--- config.mk ---
export PLATFORM = sky130hd
export DESIGN_NAME = pi_cmd_queue
export DESIGN_NICKNAME = d
export VERILOG_FILES = /design/src/rtl/pi_cmd_queue_pkg.sv /design/src/rtl/pi_cmd_queue_cmd_fifo.sv /design/src/rtl/pi_cmd_queue.sv
export SDC_FILE = /design/constraint.sdc
export NUM_CORES = 1
export LEC_CHECK = 0
export ABC_AREA = 1
export BUFFER_PORTS_ARGS = -buffer_cell sky130_fd_sc_hd__clkbuf_2
export CELL_PAD_IN_SITES_DETAIL_PLACEMENT = 2
export CELL_PAD_IN_SITES_GLOBAL_PLACEMENT = 2
export CORE_MARGIN = 8
export CORE_UTILIZATION = 36
export CTS_CLUSTER_SIZE = 14
export DETAILED_ROUTE_END_ITERATION = 12
export PLACE_DENSITY = 0.71
export SLEW_MARGIN = 10
export SYNTH_ARGS = -nofsm -noshare
export SYNTH_HDL_FRONTEND = slang
export SYNTH_SLANG_ARGS = --single-unit
--- constraint.sdc ---
create_clock -name PI_CLK -period 9.4 [get_ports PI_CLK]
set_clock_uncertainty 0.1 [all_clocks]
set_input_delay 1.88 -clock PI_CLK [delete_from_list [all_inputs] [get_ports PI_CLK]]
set_output_delay 1.88 -clock PI_CLK [all_outputs]
set_load 0.05 [all_outputs]
--- src/rtl/pi_cmd_queue_pkg.sv ---
// rtl/pi_cmd_queue_pkg.sv - shared encodings and command record for the Pi command queue
//
// Register-select encodings, STATUS bit positions, ADDR_HI field positions
// and the packed command record carried through the FIFO.
package pi_cmd_queue_pkg;

    localparam logic [1:0] REG_DATA    = 2'd0;
    localparam logic [1:0] REG_ADDR_LO = 2'd1;
    localparam logic [1:0] REG_ADDR_HI = 2'd2;
    localparam logic [1:0] REG_STATUS  = 2'd3;

    // STATUS word layout: {count[3:0], 8'd0, overflow, rd_valid, full, busy}
    localparam int ST_BUSY      = 0;
    localparam int ST_FULL      = 1;
    localparam int ST_RD_VALID  = 2;
    localparam int ST_OVERFLOW  = 3;
    localparam int ST_COUNT_LSB = 12;

    // ADDR_HI write fields; bits [7:0] carry address bits [23:16]
    localparam int RW_BIT   = 9;
    localparam int SIZE_BIT = 8;

    // Address width held in a queued command (ADDR_HI[7:0] ++ ADDR_LO)
    localparam int CMD_AW = 24;

    typedef struct packed {
        logic              rw;
        logic              uds_n;
        logic              lds_n;
        logic [CMD_AW-1:0] addr;
        logic [15:0]       wdata;
    } cmd_t;

    localparam int CMD_W = $bits(cmd_t);

endpackage

--- src/rtl/pi_cmd_queue_cmd_fifo.sv ---
// rtl/pi_cmd_queue_cmd_fifo.sv - synchronous command FIFO with occupancy count
//
// Ports:
//   clk, rst        clock and synchronous active-high reset
//   push, push_data enqueue request and payload (ignored when full)
//   pop             dequeue request (ignored when empty)
//   head_data       payload at the head, valid whenever !empty
//   full, empty     occupancy flags
//   count           number of stored entries, 0..DEPTH
module pi_cmd_queue_cmd_fifo #(
    parameter int DEPTH = 4,
    parameter int W     = 8
) (
    input  logic         clk,
    input  logic         rst,
    input  logic         push,
    input  logic [W-1:0] push_data,
    input  logic         pop,
    output logic [W-1:0] head_data,
    output logic         full,
    output logic         empty,
    output logic [3:0]   count
);

    localparam int PW = (DEPTH > 1) ? $clog2(DEPTH) : 1;

    logic [W-1:0]  mem [DEPTH];
    logic [PW-1:0] wr_ptr;
    logic [PW-1:0] rd_ptr;
    logic          do_push;
    logic          do_pop;

    assign full    = (count == 4'(DEPTH));
    assign empty   = (count == 4'd0);
    // A full FIFO refuses a push even when a pop happens in the same cycle.
    assign do_push = push && !full;
    assign do_pop  = pop && !empty;

    always_ff @(posedge clk) begin
        if (rst) begin
            wr_ptr <= '0;
            rd_ptr <= '0;
            count  <= 4'd0;
        end else begin
            // DEPTH is a power of two, so the pointers wrap on overflow.
            if (do_push) wr_ptr <= wr_ptr + 1'b1;
            if (do_pop)  rd_ptr <= rd_ptr + 1'b1;
            case ({do_push, do_pop})
                2'b10:   count <= count + 4'd1;
                2'b01:   count <= count - 4'd1;
                default: count <= count;
            endcase
        end
    end

    always_ff @(posedge clk) begin
        if (do_push) mem[wr_ptr] <= push_data;
    end

    assign head_data = mem[rd_ptr];

endmodule

--- src/rtl/pi_cmd_queue.sv ---
// rtl/pi_cmd_queue.sv - Pi register-port decoder and command queue for the 68K bus sequencer
//
// Ports:
//   PI_CLK, PI_RST          sole clock, synchronous active-high reset
//   pi_wr_stb, pi_rd_stb    one-cycle register write / read pulses
//   pi_a                    register select (DATA, ADDR_LO, ADDR_HI, STATUS)
//   pi_d_in, pi_d_out       Pi write data / registered read data
//   txn_in_progress         queue non-empty or command in flight (registered)
//   ctrl_out                last value written to STATUS
//   op_valid, op_ready      command handshake to the sequencer
//   op_rw, op_addr, op_uds_n, op_lds_n, op_wdata   command fields from FIFO head
//   op_done, op_rdata       completion pulse and read data from the sequencer
module pi_cmd_queue
    import pi_cmd_queue_pkg::*;
#(
    parameter int DEPTH = 4,
    parameter int AW    = 24
) (
    input  logic          PI_CLK,
    input  logic          PI_RST,
    input  logic          pi_wr_stb,
    input  logic          pi_rd_stb,
    input  logic [1:0]    pi_a,
    input  logic [15:0]   pi_d_in,
    output logic [15:0]   pi_d_out,
    output logic          txn_in_progress,
    output logic [15:0]   ctrl_out,
    output logic          op_valid,
    input  logic          op_ready,
    output logic          op_rw,
    output logic [AW-1:0] op_addr,
    output logic          op_uds_n,
    output logic          op_lds_n,
    output logic [15:0]   op_wdata,
    input  logic          op_done,
    input  logic [15:0]   op_rdata
);

    logic [15:0]      wdata_hold;
    logic [15:0]      addr_lo_hold;
    cmd_t             new_cmd;
    cmd_t             head_cmd;
    logic [CMD_W-1:0] head_bits;
    logic             push;
    logic             pop;
    logic             full;
    logic             empty;
    logic [3:0]       count;
    logic             in_flight;
    logic             in_flight_rw;
    logic             done_ok;
    logic             rd_valid;
    logic [15:0]      rd_data;
    logic             overflow;
    logic             size_byte;
    logic             a0;
    logic [15:0]      status_word;

    assign size_byte = pi_d_in[SIZE_BIT];
    assign a0        = addr_lo_hold[0];

    // A byte access strobes only the lane selected by A0: even address on
    // the upper lane (UDS), odd address on the lower lane (LDS).
    always_comb begin
        new_cmd       = '0;
        new_cmd.rw    = pi_d_in[RW_BIT];
        new_cmd.addr  = {pi_d_in[7:0], addr_lo_hold};
        new_cmd.uds_n = size_byte ? a0 : 1'b0;
        new_cmd.lds_n = size_byte ? !a0 : 1'b0;
        new_cmd.wdata = wdata_hold;
    end

    assign push     = pi_wr_stb && (pi_a == REG_ADDR_HI);
    assign op_valid = !empty && !in_flight;
    assign pop      = op_valid && op_ready;
    // A completion with nothing outstanding is stray and has no effect.
    assign done_ok  = op_done && in_flight;

    pi_cmd_queue_cmd_fifo #(
        .DEPTH (DEPTH),
        .W     (CMD_W)
    ) u_cmd_fifo (
        .clk       (PI_CLK),
        .rst       (PI_RST),
        .push      (push),
        .push_data (new_cmd),
        .pop       (pop),
        .head_data (head_bits),
        .full      (full),
        .empty     (empty),
        .count     (count)
    );

    assign head_cmd = cmd_t'(head_bits);
    assign op_rw    = head_cmd.rw;
    assign op_addr  = AW'(head_cmd.addr);
    assign op_uds_n = head_cmd.uds_n;
    assign op_lds_n = head_cmd.lds_n;
    assign op_wdata = head_cmd.wdata;

    always_comb begin
        status_word                                = '0;
        status_word[ST_COUNT_LSB +: 4]             = count;
        status_word[ST_OVERFLOW]                   = overflow;
        status_word[ST_RD_VALID]                   = rd_valid;
        status_word[ST_FULL]                       = full;
        status_word[ST_BUSY]                       = txn_in_progress;
    end

    always_ff @(posedge PI_CLK) begin
        if (PI_RST) begin
            wdata_hold      <= 16'd0;
            addr_lo_hold    <= 16'd0;
            ctrl_out        <= 16'd0;
            overflow        <= 1'b0;
            in_flight       <= 1'b0;
            in_flight_rw    <= 1'b0;
            rd_valid        <= 1'b0;
            rd_data         <= 16'd0;
            pi_d_out        <= 16'd0;
            txn_in_progress <= 1'b0;
        end else begin
            if (pi_wr_stb) begin
                case (pi_a)
                    REG_DATA:    wdata_hold   <= pi_d_in;
                    REG_ADDR_LO: addr_lo_hold <= pi_d_in;
                    REG_STATUS:  ctrl_out     <= pi_d_in;
                    default:     ;
                endcase
            end

            if (pi_rd_stb) begin
                case (pi_a)
                    REG_DATA:   pi_d_out <= rd_data;
                    REG_STATUS: pi_d_out <= status_word;
                    default:    pi_d_out <= 16'd0;
                endcase
            end

            // Clear-on-read first; a same-cycle set takes precedence so no
            // event is lost.
            if (pi_rd_stb && pi_a == REG_STATUS) overflow <= 1'b0;
            if (push && full)                    overflow <= 1'b1;

            if (pi_rd_stb && pi_a == REG_DATA) rd_valid <= 1'b0;
            if (done_ok && in_flight_rw) begin
                rd_data  <= op_rdata;
                rd_valid <= 1'b1;
            end

            // pop requires !in_flight and done_ok requires in_flight, so
            // they never coincide.
            if (pop) begin
                in_flight    <= 1'b1;
                in_flight_rw <= head_cmd.rw;
            end else if (done_ok) begin
                in_flight <= 1'b0;
            end

            txn_in_progress <= !empty || in_flight;
        end
    end

endmodule

**Yosys cells after proc, flatten, opt, wreduce, memory -nomap -nowiden**

Memory sizes are Yosys's and may differ from the RTL's. A register that Yosys moved wholly into a read port is not among the register bits.
Index checks and enable logic that the tools add are counted.

- Flip-flop bits (word level): 93
- RAM bits: 172
- Word-level logic and storage cells: 62
- Memories kept: 1

- Add/sub/neg operators: 4
- Equality and inequality tests: 6
- Multiplexer cells: 14
- Reductions and logical operators: 24

Memories:

| name | depth | bits a word | read ports | clocked after Yosys merged registers in | write ports | line | RTL |
|---|---|---|---|---|---|---|---|
| u_cmd_fifo.mem | 4 | 43 | 1 | 1 | 1 | pi_cmd_queue_cmd_fifo.sv:27 | `logic [W-1:0] mem [DEPTH];` |

Operators by type and width:

| cell | count |
|---|---|
| $pmux 16 s2 | 1 |
| $logic_and 1x1->1 | 10 |
| $mux 1 | 10 |
| $pmux 4 s2 | 1 |
| $reduce_bool 2->1 | 4 |
| $eq 2x2->1 const B | 3 |
| $reduce_and 2->1 | 3 |
| $add 2x1->2 const B | 2 |
| $add 4x1->4 const B | 1 |
| $eq 2x1->1 const B | 2 |
| $eq 4x3->1 const B | 1 |
| $logic_not 1->1 | 4 |
| $logic_not 4->1 | 1 |
| $mux 2 | 2 |
| $sub 4x1->4 const B | 1 |
| $logic_not 2->1 | 1 |
| $logic_or 1x1->1 | 1 |

**Logic depth before layout (Yosys ltp)**

Gate-level depths: netlist of run 1.

- Depth in word-level cells: 7
- Mapped depth: 15
- Mapped depth without buffers: 15

**Hierarchy**

Synthesis of run 1 repeated with hierarchy kept, for this count alone.

- Cells, all modules: 941
- Area, all modules: 10239.8 um2

Modules (own cells, without submodules):

| module | times used | cells each | area each (um2) | seq. area each (um2) |
|---|---|---|---|---|
| pi_cmd_queue_cmd_fifo | 1 | 497 | 6934.2 | 5365.1 |
| pi_cmd_queue | 1 | 444 | 3305.7 | 1701.6 |

**Least setup slack after synthesis of run 1**

Ideal clock, no wire load.

- Kind: in2reg
- Start point: input port pi_a[0]
- End point: memory u_cmd_fifo.mem[0][0] in the netlist's numbering (enable)
- Library setup time: 0.444 ns
- Data arrival time: 4.112 ns
- Setup slack: 4.744 ns
- Stages: 6
- Path buffers: 0
- Path through: inv_1 ha_1 nand2_1 clkinv_1 nand2_2 nor2_1

- Longest elaborated chain between the ends: 5

Ends and longest elaborated chain:

| what | line | RTL |
|---|---|---|
| start, declared | pi_cmd_queue.sv:23 | `input logic [1:0] pi_a,` |
| $eq 2x2->1 | pi_cmd_queue.sv:73 | `assign push = pi_wr_stb && (pi_a == REG_ADDR_HI);` |
| $logic_and 1x1->1 | pi_cmd_queue.sv:73 |  |
| $logic_and 1x1->1 | pi_cmd_queue_cmd_fifo.sv:36 | `assign do_push = push && !full;` |
| $mux 1 | pi_cmd_queue_cmd_fifo.sv:57 | `if (do_push) mem[wr_ptr] <= push_data;` |
| $mux 1 (implied by the code) | pi_cmd_queue_cmd_fifo.sv:57 |  |
| end, declared | pi_cmd_queue_cmd_fifo.sv:27 |  |

Every way passes these cells.

==> reports/results.ini, run 1 <==
[power_and_ir_drop]
power_density_nw_per_um2=279
ir_drop_uv=108
pwr-share-seq_pct=40.3
switching_share_pct=35.6
p_leak_nw=4.32
p_clk_share_pct=32.7
p_int_mw=2.13
switchingPower_mw=1.18
total_power_mw=3.31
pwr-share-comb_pct=27.0

[global_route]
grt_usage_pct=17.6
grt_pass1_vias=7835
grt_max_degree=88
antenna_found_initial=1
grt.overflow.total=0
grt_pass1_wl_um=45900

[layout]
diodes=0
post-route-util_pct=42.9
syn_to_final_growth_pct=18.1
drive_gt1_share_pct=18.3
fin_cells=1397
layout.nets=1047
nFillCells=2921

[routing]
routed_via_density=5.07
wl_um=29500
wl_per_cell_um=21.1
drc_errors=0
drt_pass1_iterations=4
drtIter0Drc=226
ant_nets=0
vias=7089

[setup_path]
crit_type=reg2out
end_kind=output pin
rr_worst_depth=12
reg2reg_setup_slack_ns=7.09
crit_arrival_ns=3.02
critPathRequiredTime_ns=7.42
rr_startpoint=u_cmd_fifo.count[0]
worst-path-max-fanout=87
start_kind=flop
r2r-end=u_cmd_fifo.count[2]

[floorplanning]
start_util_pct=36.3
boundaryPins=117
fp.coreArea_sq_um=27600
fp-row-count=61
chipWidth_um=183
dieArea_sq_um=33500
die_h_um=183

[timing]
period_share_pct=53.2
hold_violations=0
tightest_slew_ns=0.936
rsz0062_at_grt=no
setup_viol=0
fin_crit_ns=5.00
slew_viol_final=0
setup_tns_ns=0
maxSlewHeadroom_pct=37.6
fmax_mhz=200

[placed_design]
placedCellCount=1342
hpwl_um=18400
place_congestion=0.692
numPortBuffers=116

[clock_tree]
cts_hold_buf=0
root_buffer=clkbuf_16
clk_path_buf_depth=3
clk_pin_slew_ns=0.06
cts_resized=0
cts.sinks=267
cts_made_buffers=30
cts_tree=built
cts-htree-levels=1
post-cts-setup-buffer-count=0
clk_latency_ns=0.54

[min_path]
holdPathStages=2
min_to=rd_data[4]
hold_start=rd_data[4]
holdCritPathClass=reg2reg

[logic_synthesis]
synth_top_area_share_pct=51.5
yosys-top-cells-area=edfxtp_1, dfxtp_1, o21ai_0
synth_most_common_cell=nor2_1
syn_nets=937
yosys_warnings=0
synthTopCellsByCount=nor2_1, edfxtp_1, o21ai_0, dfxtp_1
synth_edf_count=172
ys.flop_type=edfxtp_1
netlist_area_sq_um=10000
synth.distinct_cells=33
ys_seq_elements=267
synthArstFlopShare_pct=0
ys_seq_area_share_pct=70.4
avgSynthCellArea_sq_um=11.3
yosysTopAreaCell=edfxtp_1
synth_cells=886

[status]
outcome=completed

[job]
cap_violations=0

[per-stage QoR]
stage               hold WS (ns)  setup WS [ns]  area, sq um
floorplan                  0.324           4.74        10000
global placement           0.335           5.12        10900
detailed placement         0.342           4.96        10900
CTS                        0.351           4.36        11900
global route               0.370           4.18        11900
finish                     0.352           4.40        11900
[flip-flops by register name (all words and copies together), names as in the netlist, named ones only]
register,flops
u_cmd_fifo.rd_ptr,2
wdata_hold,16
rd_valid,1
txn_in_progress,1
rd_data,16
pi_d_out,16
u_cmd_fifo.mem,172
addr_lo_hold,16
u_cmd_fifo.wr_ptr,2
in_flight_rw,1
overflow,1
u_cmd_fifo.count,4
in_flight,1
ctrl_out,16
[placed cells by master, fill, tap and decap left out, drive strengths merged]
cell type  Yosys  routed
o21ai        165     165
nand4          1       1
nor2         188     188
inv           48      48
dfxtp         95      95
xnor2          2       2
a31oi          1       1
ha            11      11
clkbuf        28     159
o22ai         48      48
buf           19       9
nand3         15      15
edfxtp       172     172
bufinv         0       1
nor3           1       1
nand2         41      41
clkinv         3      14
or2            1       1
a21oi         47      47
[metal layers]
layer	track usage (%)	up-vias	part of all wire, %	wire length [um]
met5	0	-	0.044	13
met4	5.14	2	2.4	711
met3	4.65	51	5.7	1680
met2	30.8	148	50	14700
met1	21.0	3560	42	12400
li1	-	3328	-	-
[worst max path at each step]
stage            start                    to  slack (ns)  cells after the start
6_report          flop            op_addr[1]        4.40                      6
5_1_grt           flop            op_addr[8]        4.18                      6
4_1_cts           flop            op_addr[1]        4.36                      6
3_5_place_dp      flop            op_addr[7]        4.96                      6
3_3_place_gp      flop            op_addr[7]        5.12                      6
2_1_floorplan  pi_a[0]  u_cmd_fifo.mem[0][0]        4.74                      6
[power groups by stage]
stage | combinational (mW) | clock [mW] | sequential [mW]
after floorplan | 0.650 | 0 | 1.37
final | 0.894 | 1.08 | 1.33
after global placement | 0.888 | 0 | 1.35
after CTS | 0.918 | 1.11 | 1.33
after detailed placement | 0.912 | 0 | 1.36
after global routing | 0.971 | 1.15 | 1.34
[final cells by class]
type | count | area (sq um) | share of cell area, %
Sequential cell | 267 | 7070 | 59.6
Clock inverter | 12 | 78.8 | 0.665
Tap cell | 378 | 473 | 3.99
Multi-Input combinational cell | 521 | 2560 | 21.6
Timing Repair Buffer | 125 | 648 | 5.47
Inverter | 51 | 198 | 1.67
Clock buffer | 43 | 831 | 7.01
[worst max-delay path, cell delays in order (launching register included)]
cell,delay [ns]
dfxtp_2,0.31
buf_4,0.69
clkinv_2,0.20
buf_4,0.41
o21ai_0,0.37
o22ai_1,0.13
clkbuf_2,0.26
[kinds of logic after synthesis]
| group | count (synthesis) | share of synthesized area, % |
|---|---|---|
| buf+inv | 98 | 4.39 |
| simple gates | 247 | 9.91 |
| xor+xnor | 2 | 0.175 |
| compound gates | 261 | 13.7 |
| fa+ha+maj | 11 | 1.37 |
| flops | 267 | 70.4 |
Power figures use the tool's default switching activity.
==> run 2, diff against run 1 <==
==> constraint.sdc (replaced) <==
create_clock -name PI_CLK -period 5.08 [get_ports PI_CLK]
set_clock_uncertainty 0.1 [all_clocks]
set_input_delay 1.016 -clock PI_CLK [delete_from_list [all_inputs] [get_ports PI_CLK]]
set_output_delay 1.016 -clock PI_CLK [all_outputs]
set_load 0.05 [all_outputs]
==> reports/results.ini, run 2 (same netlist as run 1, synthesis figures left out) <==
[layout]
finish.instance_area_sq_um=11800
final_cell_mix=nor2_1, edfxtp_1, o21ai_0
largest_register_ffs=172
layout.nets=1047
nFillCells=2937
largest_register=u_cmd_fifo.mem
post-route-util_pct=42.8
syn_to_final_growth_pct=17.8
final_common_cell=nor2_1
drive_gt1_share_pct=18.5
diodes=0
fin_cells=1397

[timing]
tightest_slew_ns=0.877
fmax_mhz=265
period_share_pct=74.2
slew_viol_final=0
setup_viol=0
setup_tns_ns=0
maxSlewHeadroom_pct=41.5
hold_violations=0
rsz0062_at_grt=no
fin_crit_ns=3.77

[setup_path]
worst-path-max-fanout=34
start_kind=flop
path_depth=5
critical-path-top-delay-family=buffers and inverters
crit_chain=inv_2 -> buf_4 -> o21ai_0 -> o22ai_1 -> clkbuf_2
rr_worst_depth=5
crit_arrival_ns=2.65
crit_type=reg2out
critPathRequiredTime_ns=3.96
critPathBufInv=3
worst_path_max_delay_cell=inv_2
slowest_delay_ns=0.52
end_kind=output pin

[routing]
drc_errors=0
routed_via_density=5.05
drtIter0Drc=342
drt_pass1_iterations=4
wl_um=30300
ant_nets=0
vias=7051
wl_per_cell_um=21.7

[placed_design]
placedCellCount=1343
place_congestion=0.727
numPortBuffers=116
hpwl_um=19200
placed_area_sq_um=11000

[clock_tree]
clk_latency_ns=0.55
cts_hold_buf=0
cts-htree-levels=1
clk_path_buf_depth=3
root_buffer=clkbuf_16
post-cts-setup-buffer-count=0
cts_made_buffers=29
cts.sinks=267
cts_resized=0
clk_pin_slew_ns=0.06
cts_tree=built

[global_route]
antenna_found_initial=0
grt_max_degree=85
grt_usage_pct=18.1
grt_pass1_wl_um=47000
grt_pass1_vias=7835
grt.overflow.total=0

[power_and_ir_drop]
power_density_nw_per_um2=517
p_leak_nw=4.31
ir_drop_uv=197

[floorplanning]
fp-row-count=61
chipWidth_um=183
die_h_um=183
dieArea_sq_um=33500
start_util_pct=36.3
fp.coreArea_sq_um=27600
boundaryPins=117

[min_path]
holdCritPathClass=reg2reg
holdPathStages=2

[job]
cap_violations=0

[status]
outcome=completed

-- run 2: final timing paths --
path / endpoint / slack [ns] / startpoint
hold reg to reg: rd_data[7] / 0.35 / rd_data[7]
hold / removal: rd_data[7] / 0.35 / rd_data[7]
setup reg to reg: u_cmd_fifo.mem[0][31] / 2.61 / u_cmd_fifo.count[3]
setup / recovery: op_wdata[13] / 1.31 / flop
-- run 2: layer usage --
layer	vias to the layer above	wire, um	global-route usage, %
met5	-	0	0
met4	0	751	5.63
met3	54	1910	5.05
met2	145	14900	31.6
met1	3523	12700	21.5
li1	3329	-	-
-- run 2: through the flow --
stage / hold WS [ns] / total power, mW / setup slack, ns
3_5_place_dp: 0.346 / 4.22 / 1.76
6_report: 0.352 / 6.12 / 1.31
5_1_grt: 0.369 / 6.39 / 1.08
2_1_floorplan: 0.324 / 3.74 / 1.29
3_3_place_gp: 0.335 / 4.17 / 1.86
4_1_cts: 0.355 / 6.19 / 1.26
-- run 2: final cells by class --
type | count | area, sq um | share of cell area [%]
Sequential cell | 267 | 7070 | 59.8
Multi-Input combinational cell | 521 | 2560 | 21.6
Clock buffer | 49 | 845 | 7.14
Timing Repair Buffer | 126 | 656 | 5.54
Tap cell | 378 | 473 | 4.00
Inverter | 51 | 196 | 1.66
Clock inverter | 5 | 30.0 | 0.254
-- run 2: worst register-to-register path, stage by stage, from the launching register on --
cell and delay, ns:
dfxtp_1 0.34, inv_1 0.13, nand3_1 0.20, nand2_2 0.23, nor2_4 0.61, buf_4 0.50
-- run 2: power breakdown --
group	switching (mW)	internal [mW]	total (mW)	leakage, nW
sequential	0.0659	2.40	2.47	2.36
clock	0.840	1.12	1.96	0.423
combinational	1.33	0.358	1.68	1.53
total	2.23	3.89	6.12	4.31
==> run 3, diff against run 2 <==
==> constraint.sdc (replaced) <==
create_clock -name PI_CLK -period 3.8 [get_ports PI_CLK]
set_clock_uncertainty 0.1 [all_clocks]
set_input_delay 0.76 -clock PI_CLK [delete_from_list [all_inputs] [get_ports PI_CLK]]
set_output_delay 0.76 -clock PI_CLK [all_outputs]
set_load 0.05 [all_outputs]
==> reports/results.ini, run 3 (same netlist as run 1, synthesis figures left out) <==
[status]
outcome=completed

[clock_tree]
clk_path_buf_depth=3
cts_made_buffers=30
clk_pin_slew_ns=0.06
cts_hold_buf=0
cts.sinks=267
root_buffer=clkbuf_16
cts-htree-levels=1
cts_tree=built
clk_latency_ns=0.54
post-cts-setup-buffer-count=0
cts_resized=0

[setup_path]
path_depth=6
crit_chain=buf_4 -> inv_2 -> buf_12 -> o21ai_0 -> o22ai_1 -> clkbuf_2
critPathRequiredTime_ns=2.94
worst-path-max-fanout=25
worst_path_max_delay_cell=clkbuf_2
crit_type=reg2out
crit_arrival_ns=2.36
end_kind=output pin
critical-path-top-delay-family=buffers and inverters
start_kind=flop
rr_worst_depth=12
critPathBufInv=4
slowest_delay_ns=0.35

[timing]
setup_tns_ns=0
slew_viol_final=0
finalWorstSetupSlack_ns=0.579
fin_crit_ns=3.22
rsz0062_at_grt=no
hold_violations=0
fmax_mhz=310
period_share_pct=84.8
tightest_slew_ns=0.727
setup_viol=0
hold-worst-slack_ns=0.350
maxSlewHeadroom_pct=51.6

[routing]
ant_nets=0
drt_pass1_iterations=4
wl_per_cell_um=21.0
drtIter0Drc=285
drc_errors=0
routed_via_density=5.02
vias=7041
wl_um=29400

[power_and_ir_drop]
p_clk_share_pct=32.0
p_leak_nw=4.35
switching_share_pct=36.3
power_density_nw_per_um2=688
pwr-share-comb_pct=27.7
switchingPower_mw=2.97
pwr-share-seq_pct=40.3
ir_drop_uv=326
p_int_mw=5.22

[placed_design]
numPortBuffers=116
hpwl_um=18700
preCtsSetupSlack_ns=0.889
place_congestion=0.726

[layout]
diodes=0
final_cell_mix=nor2_1, edfxtp_1, o21ai_0
syn_to_final_growth_pct=18.6
drive_gt1_share_pct=18.8
final_common_cell=nor2_1
largest_register_ffs=172
post-route-util_pct=43.1
largest_register=u_cmd_fifo.mem
layout.nets=1051

[floorplanning]
fp.coreArea_sq_um=27600
chipWidth_um=183
boundaryPins=117
dieArea_sq_um=33500
fp-row-count=61
die_h_um=183
start_util_pct=36.3

[min_path]
holdPathStages=2
holdCritPathClass=reg2reg

[global_route]
grt_usage_pct=17.6
grt.overflow.total=0
grt_pass1_wl_um=46000
grt_max_degree=87
antenna_found_initial=1
grt_pass1_vias=8006

[job]
cap_violations=0

-- run 3: metrics by stage --
step	power [mW]	instances	instance area [sq um]
after global routing	8.57	1402	11900
final	8.19	1402	11900
after CTS	8.31	1402	11900
after floorplan	5.00	886	10000
after global placement	5.61	1346	11000
after detailed placement	5.67	1346	11000
-- run 3: tightest hold or removal path: stages, from the launching register on --
cell     delay, ns
dfxtp_1       0.31
inv_1         0.05
a21oi_1       0.05
-- run 3: final cells by class --
cell class                      count  area [sq um]
Clock inverter                     15          63.8
Timing Repair Buffer              129           716
Clock buffer                       41           823
Inverter                           51           196
Fill cell                        2948         15700
Tap cell                          378           473
Multi-Input combinational cell    521          2560
Sequential cell                   267          7070
-- run 3: worst paths after layout --
path | from | slack [ns] | endpoint
worst min-delay path | rd_data[9] | 0.35 | rd_data[9]
worst max register to register | u_cmd_fifo.count[0] | 1.48 | u_cmd_fifo.count[2]
worst max-delay path | flop | 0.58 | op_wdata[11]
worst min register to register | rd_data[9] | 0.35 | rd_data[9]
-- run 3: power by group through the flow --
stage / Combinational (mW) / Sequential (mW) / Clock [mW]
floorplan: 1.61 / 3.39 / 0
global placement: 2.26 / 3.36 / 0
detailed placement: 2.31 / 3.36 / 0
CTS: 2.32 / 3.30 / 2.68
global route: 2.45 / 3.32 / 2.80
finish: 2.27 / 3.30 / 2.62
-- run 3: per-layer routing --
layer	vias up	global-route usage, %	wire length [um]
met3	46	4.81	1990
met5	-	0	13
met2	175	30.9	14500
met4	2	5.40	637
li1	3330	-	-
met1	3488	20.7	12300
